### src/rtl/seq_div.sv
// Multi-cycle radix-2 restoring divider, signed/unsigned per operation,
// with start/done handshake, registered quotient/remainder and divide-by-zero flag.
module seq_div #(
  parameter int DATAWIDTH = 8
) (
  input  logic                 Clk,
  input  logic                 Rst,
  input  logic                 start,
  input  logic                 sgn,
  input  logic [DATAWIDTH-1:0] a,
  input  logic [DATAWIDTH-1:0] b,
  output logic [DATAWIDTH-1:0] quot,
  output logic [DATAWIDTH-1:0] rem,
  output logic                 busy,
  output logic                 done,
  output logic                 dbz
);
  localparam int CW  = $clog2(DATAWIDTH + 1);
  localparam int MSB = DATAWIDTH - 1;

  typedef enum logic [1:0] {IDLE, CALC, FIN} state_t;
  state_t state, nstate;

  // qd holds the dividend bits still to be consumed at the top and the
  // quotient bits produced so far at the bottom.
  logic [DATAWIDTH-1:0] qd, dsr, prem;
  logic [CW-1:0]        cnt;
  logic                 qneg, rneg, zdiv;
  logic [DATAWIDTH-1:0] amag, bmag;
  logic [DATAWIDTH:0]   shft, diff;
  logic                 bzero;

  always_comb begin
    bzero = (b == '0);
    amag  = (sgn && a[MSB]) ? -a : a;
    bmag  = (sgn && b[MSB]) ? -b : b;
    shft  = {prem, qd[MSB]};
    diff  = shft - {1'b0, dsr};
  end

  always_ff @(posedge Clk) begin
    if (Rst) state <= IDLE;
    else     state <= nstate;
  end

  always_comb begin
    nstate = state;
    busy   = (state != IDLE);
    case (state)
      IDLE: if (start) nstate = bzero ? FIN : CALC;
      CALC: if (cnt == CW'(DATAWIDTH - 1)) nstate = FIN;
      FIN:  nstate = IDLE;
      default: nstate = IDLE;
    endcase
  end

  always_ff @(posedge Clk) begin
    if (Rst) begin
      quot <= '0;
      rem  <= '0;
      dbz  <= 1'b0;
      done <= 1'b0;
      qd   <= '0;
      dsr  <= '0;
      prem <= '0;
      cnt  <= '0;
      qneg <= 1'b0;
      rneg <= 1'b0;
      zdiv <= 1'b0;
    end else begin
      done <= 1'b0;
      case (state)
        IDLE: if (start) begin
          // Divide-by-zero preloads the final answer so FIN needs no special case.
          qd   <= bzero ? '1 : amag;
          prem <= bzero ? a  : '0;
          dsr  <= bmag;
          cnt  <= '0;
          qneg <= ~bzero & sgn & (a[MSB] ^ b[MSB]);
          rneg <= ~bzero & sgn & a[MSB];
          zdiv <= bzero;
        end
        CALC: begin
          prem <= diff[DATAWIDTH] ? shft[DATAWIDTH-1:0] : diff[DATAWIDTH-1:0];
          qd   <= {qd[DATAWIDTH-2:0], ~diff[DATAWIDTH]};
          cnt  <= cnt + CW'(1);
        end
        FIN: begin
          quot <= qneg ? -qd : qd;
          rem  <= rneg ? -prem : prem;
          dbz  <= zdiv;
          done <= 1'b1;
        end
        default: ;
      endcase
    end
  end
endmodule

### config.mk
export PLATFORM = sky130hd
export DESIGN_NAME = seq_div
export DESIGN_NICKNAME = d
export VERILOG_FILES = /design/src/rtl/seq_div.sv
export SDC_FILE = /design/constraint.sdc
export NUM_CORES = 1
export LEC_CHECK = 0
export BUFFER_PORTS_ARGS = -buffer_cell sky130_fd_sc_hd__buf_2
export CAP_MARGIN = 20
export CORE_ASPECT_RATIO = 1.1
export CORE_UTILIZATION = 47
export DETAILED_ROUTE_END_ITERATION = 16
export PLACE_DENSITY = 0.74
export SYNTH_ARGS = -nofsm -noshare
export SYNTH_HDL_FRONTEND = slang
export SYNTH_SLANG_ARGS = --single-unit
export TNS_END_PERCENT = 5
### constraint.sdc
create_clock -name Clk -period 3.32 [get_ports Clk]
set_input_delay 0 -clock Clk [delete_from_list [all_inputs] [get_ports Clk]]
set_output_delay 0 -clock Clk [all_outputs]
set_load 0.01 [all_outputs]
==> metrics.md, run 1 <==
| Metric | Value |
|---|---|
| EDFF count, synth | 0 |
| Register area | 0.00102 mm² |
| Setup bufs post-CTS | 0 |
| Horiz. Die Dim | 78.8 µm |
| Cells after synthesis | 384 |
| ANT nets after route | 0 |
| Worst skew pair latency | 0.31 ns |
| WS Path Type | flop to flop |
| Largest family of logic cells by synthesized area | simple AND/OR/NAND/NOR gates |
| Outcome | completed |
| Total Wirelength | 7.28 mm |
| Starting density of the core | 48.9% |
| Share of flip-flops with an asynchronous set or reset | 0% |
| Number of global-route vias before repair | 2539 |
| Final setup violation count | 0 |
| Critical path, cell by cell | inv_1, ha_1, fa_1, nor2b_1, o2111ai_1, and3_1, a311o_1, or3b_1, o221ai_1 |
| Largest net degree at the start of global routing | 58 |
| Crit path required time | 3.55 ns |
| Avg Vias per Cell | 5.66 |
| Min-Delay Path Class | input pin to flop |
| Slowest stage delay, CP | 0.46 ns |
| Clock Skews | 0.00770 ns |
| Final Cycle Share | 84.7% |
| Top delay family on crit path | simple AND/OR/NAND/NOR gates |
| Overflow after GRT | 0 |
| ANT cells | 0 |
| Avg Cell Area, Syn | 7.94 µm² |
| WL/cell | 14.7 µm |
| Crit Path Max Fanout | 14 |
| Total GRT Usage | 22.7% |
| Vias | 2804 |
| Crit. End Element | flop |
| Share of cells above drive strength 1 | 14.9% |
| Dpl ws | 0.562 ns |
| Max Root-Sink Buffers | 2 |
| Simple-gate area share of the yosys netlist | 23.6% |
| I/O Buffers | 38 |
| Peak Freq | 356 MHz |
| Mapped Nets | 418 |
| Residual DRC | 0 |
| Site row count | 30 |
| CP Launch Type | flop |
| Multi-input gate area | 0.00186 mm² |
| Max-slew violation count | 0 |
| Final Util | 55.1% |
| Clock sinks | 51 |
| Ports | 39 |
| CORE AREA | 0.00623 mm² |
| Detailed placer's ending HPWL | 5.39 mm |
| Die height | 86.5 µm |
| CTS Buf Count | 5 |
| Synth Warn # | 0 |
| Synth Flop Type | dfxtp_1 |
| Commonest non-fill, non-tap cell in the layout | nor2_1 |
| Yosys reg bits | 51 |
| Most frequent cells in the layout | nor2_1 (56), dfxtp_1 (51), buf_2 (38) |
| Adder-Cell Fraction of Synth Area | 5.99% |
| TritonCTS clock tree | done |
| Max Cap Viol | 0 |
| CP Buf/Inv Count | 1 |
| Cell total after placement | 484 |
| Final setup TNS | 0 ns |
| XOR/XNOR share of the synthesized area | 8.05% |
| RSZ-0062 raised after global routing | no |
| Netlist cell types | 51 |
| Initial DRC Count | 218 |
| Initial antenna violation count | 0 |
| Root Driver | clkbuf_8 |
| Pwr Total | 1660 µW |
| First-pass GRT wire length | 12.1 mm |
| Worst-path clk slew | 0.09 ns |
| Finished Layout Cells | 495 |
| Die area | 0.00681 mm² |
| Drt pass-1 iters | 4 |
| Actual slew at the worst max-slew pin | 0.971 ns |
| Leak | 0.00138 µW |
| Post-synthesis mux area share | 2.01% |
| H-tree depth | 2 |
| Final RePlAce weighted congestion | 0.933 |
| Final worst slack | 0.508 ns |
| Clock period minus worst slack | 2.81 ns |
| Area Overhead vs Synth | 12.6% |
| Synth Area in Compound Gates | 21.3% |
| Mapped cell area | 0.00305 mm² |
| Fin nets | 448 |
| Slowest CP cell | a311o_1 |
| FILL cells | 614 |
| Slew HR | 35.3% |
| Peak supply drop | 0.253 mV |
| Seq/Total Area, Yosys | 33.5% |
| CP arrival | 3.04 ns |
| Hold Vio Cnt, Final | 0 |
| Power density over the cells | 485 mW/mm² |
==> stage by stage <==
step / area, µm² / hold slack [ns]
finish: 3430 / 0.0117
global route: 3430 / 0.0156
CTS: 3420 / 0.00478
detailed placement: 3280 / 0.298
global placement: 3280 / 0.286
floorplan: 3050 / 0.136
==> worst paths after layout <==
kind,start,endpoint,slack (ns),depth (start not counted)
setup / recovery,qd[7],prem[7],0.51,9
hold / removal,b[7],dsr[7],0.01,3
setup reg to reg,qd[7],prem[7],0.51,9
hold reg to reg,dbz,dbz,0.46,2
==> layout make-up <==
cell class	count	area share, %
Sequential cell	51	29.8
Tap cell	80	2.92
Multi-Input combinational cell	290	54.3
Clock buffer	6	2.41
Inverter	22	2.41
Clock inverter	2	1.02
Timing Repair Buffer	44	7.22
==> metal layers <==
layer | wire, µm | vias to the layer above | track usage [%]
li1 | - | 1419 | -
met1 | 3300 | 1292 | 29.1
met2 | 3450 | 76 | 36.0
met3 | 295 | 17 | 4.53
met4 | 228 | 0 | 11.8
met5 | 0 | - | 0
==> Yosys cell counts (2+ instances only) <==
master | n | area (µm²)
nor2b_1 | 6 | 37.5
nor4_1 | 3 | 18.8
or3_1 | 5 | 31.3
nor3_1 | 10 | 50.1
a31oi_1 | 3 | 18.8
o31ai_1 | 7 | 52.6
o21ai_0 | 8 | 40.0
nand3_1 | 5 | 25.0
nand4b_1 | 5 | 43.8
a21oi_1 | 32 | 160
o2111ai_1 | 2 | 17.5
nand2_1 | 34 | 128
o311ai_1 | 3 | 26.3
xor2_1 | 11 | 96.3
a221oi_1 | 7 | 61.3
mux2i_1 | 5 | 50.1
inv_1 | 22 | 82.6
buf_2 | 5 | 25.0
nand2b_1 | 5 | 31.3
nor2_1 | 56 | 210
nand4_1 | 3 | 18.8
a21o_1 | 2 | 15.0
or2_2 | 3 | 18.8
ha_1 | 13 | 163
and3_1 | 2 | 12.5
a211oi_1 | 21 | 158
clkbuf_1 | 16 | 60.1
dfxtp_1 | 51 | 1020
xnor2_1 | 17 | 149
==> timing repair <==
action / 4_1_cts / 5_1_grt
hold buffers: 2 / 0
hold endpoints to repair: 2 / 0
gates resized for setup: 0 / 0
==> worst register-to-register path, stage by stage (launching register included) <==
cell	delay [ns]
dfxtp_1	0.41
inv_1	0.06
ha_1	0.22
fa_1	0.40
nor2b_1	0.17
o2111ai_1	0.19
and3_1	0.22
a311o_1	0.46
or3b_1	0.45
o221ai_1	0.16
==> flip-flops by register name, indices dropped and copies added (netlist names) <==
signal,flops
zdiv,1
done,1
rneg,1
dsr,8
state,2
prem,8
qd,8
quot,8
rem,8
cnt,4
dbz,1
qneg,1
==> report_power, final <==
part / internal [µW] / switching (µW)
sequential: 652 / 58.1
combinational: 206 / 295
clock: 244 / 209
total: 1100 / 563
==> cell families after synthesis <==
group	count (synthesis)
fa+ha+maj	14
xor+xnor	28
mux	6
compound gates	97
simple gates	145
flops	51
buf+inv	43
Power figures use the tool's default switching activity.
==> run 2: changes to the inputs <==
==> constraint.sdc (replaced) <==
create_clock -name Clk -period 2.8 [get_ports Clk]
set_input_delay 0 -clock Clk [delete_from_list [all_inputs] [get_ports Clk]]
set_output_delay 0 -clock Clk [all_outputs]
set_load 0.01 [all_outputs]
==> run 2 against run 1 <==
Clock skew hardly changed. Maximum frequency is 6.7% higher. Global-route usage is 0.16 points higher.
==> metrics.md, run 2 (synthesized netlist as in run 1, its figures left out) <==
| Metric | Value |
|---|---|
| Worst skew pair latency | 0.31 ns |
| Crit Path Max Fanout | 6 |
| Clk pwr share | 26.2% |
| Worst r2r src | qd[7] |
| Met3 Usage GRT | 3.16% |
| Peak Freq | 379 MHz |
| Worst Setup SP | qd[7] |
| Final setup TNS | 0 ns |
| Net Switching | 677 µW |
| Site row count | 30 |
| Reg2reg setup slack | 0.16 ns |
| Die height | 86.5 µm |
| Final setup violation count | 0 |
| Total Wirelength | 7.31 mm |
| Avg Vias per Cell | 5.60 |
| I/O Buffers | 38 |
| Crit path required time | 3.00 ns |
| CTS Buf Count | 5 |
| Cell total after placement | 490 |
| Combinational power share | 31.8% |
| Detailed placer's ending HPWL | 5.46 mm |
| M2 GR Usage | 39.0% |
| Clock Skews | 0.00734 ns |
| Power density over the cells | 572 mW/mm² |
| Final RePlAce weighted congestion | 0.907 |
| Commonest non-fill, non-tap cell in the layout | nor2_1 |
| Global Route met1 Usage | 30.3% |
| Max-slew violation count | 0 |
| Max Cap Viol | 0 |
| Overflow after GRT | 0 |
| Final Util | 55.7% |
| Fin nets | 454 |
| Largest net degree at the start of global routing | 58 |
| Horiz. Die Dim | 78.8 µm |
| Die area | 0.00681 mm² |
| Total GRT Usage | 22.8% |
| CP Launch Type | flop |
| Slew HR | 37.2% |
| Outcome | completed |
| Worst-path clk slew | 0.10 ns |
| Setup bufs post-CTS | 0 |
| Hold_sp | b[7] |
| Starting density of the core | 48.9% |
| Final Cycle Share | 94.1% |
| ANT cells | 0 |
| Max Root-Sink Buffers | 2 |
| Initial DRC Count | 124 |
| CORE AREA | 0.00623 mm² |
| Share of cells above drive strength 1 | 16.4% |
| First-pass GRT wire length | 12.2 mm |
| Finished Layout Cells | 500 |
| Pint | 1310 µW |
| CP arrival | 2.83 ns |
| RSZ-0062 raised after global routing | no |
| Ports | 39 |
| Sequential share of power | 42.0% |
| Min-Delay Path Class | input pin to flop |
| Crit. End Element | flop |
| Actual slew at the worst max-slew pin | 0.942 ns |
| Root Driver | clkbuf_8 |
| ANT nets after route | 0 |
| Clock sinks | 51 |
| Number of global-route vias before repair | 2542 |
| Vias | 2798 |
| Sw Ratio | 34.1% |
| Initial antenna violation count | 0 |
| Most frequent cells in the layout | nor2_1 (56), dfxtp_1 (50), buf_2 (38) |
| Residual DRC | 0 |
| Clock period minus worst slack | 2.64 ns |
| H-tree depth | 2 |
| Gr busiest metal | met2 |
| Hold Vio Cnt, Final | 0 |
| Drt pass-1 iters | 4 |
| Leak | 0.00140 µW |
| TritonCTS clock tree | done |
| WL/cell | 14.6 µm |
| Area Overhead vs Synth | 14.0% |
| Peak supply drop | 0.268 mV |
| WS Path Type | flop to flop |
## run 2: final cells by class
cell class,instances,area (µm²)
clock inverter,2,37.5
tap,80,100
sequential,51,1020
clock buffer,5,68.8
timing repair buffer,50,293
multi-input combinational,290,1870
fill,619,2760
inverter,22,82.6
## run 2: final timing paths
kind	to	cells after the start
worst max-delay path	qd[0]	9
worst min register to register	dbz	2
worst max register to register	qd[0]	9
worst min-delay path	dsr[7]	3
## run 2: layer usage
layer	share of wire, %	up-vias
li1	-	1435
met1	45	1288
met2	49	66
met3	4.9	9
met4	1.1	0
met5	0	-
## run 2: critical path: stages (launching register included)
cell	delay, ns
dfxtp_2	0.37
inv_1	0.05
ha_1	0.21
fa_1	0.40
nor2b_1	0.19
o2111ai_2	0.17
and3_1	0.20
a311o_1	0.36
buf_4	0.20
a2111oi_1	0.37
## run 2: power by group through the flow
stage / Sequential (µW) / Combinational [µW] / Clock (µW)
after CTS: 835 / 623 / 528
after global routing: 845 / 700 / 549
after global placement: 850 / 604 / 0
final: 836 / 632 / 520
after detailed placement: 852 / 615 / 0
after floorplan: 825 / 459 / 0
## run 2: repair_timing
action                                 4_1_cts  5_1_grt
endpoints found under the hold margin        2        0
setup endpoints to repair                    0        3
gates resized for setup                      0        3
hold buffers                                 2        0
## run 2: metrics by stage
step	setup WS (ns)	instance area [µm²]	hold slack, ns	power, µW
floorplan	0.411	3050	0.136	1280
global route	0.00105	3470	0.0259	2100
global placement	0.228	3320	0.292	1450
CTS	0.0935	3450	0.00618	1990
detailed placement	0.142	3320	0.289	1470
finish	0.164	3470	0.00901	1990
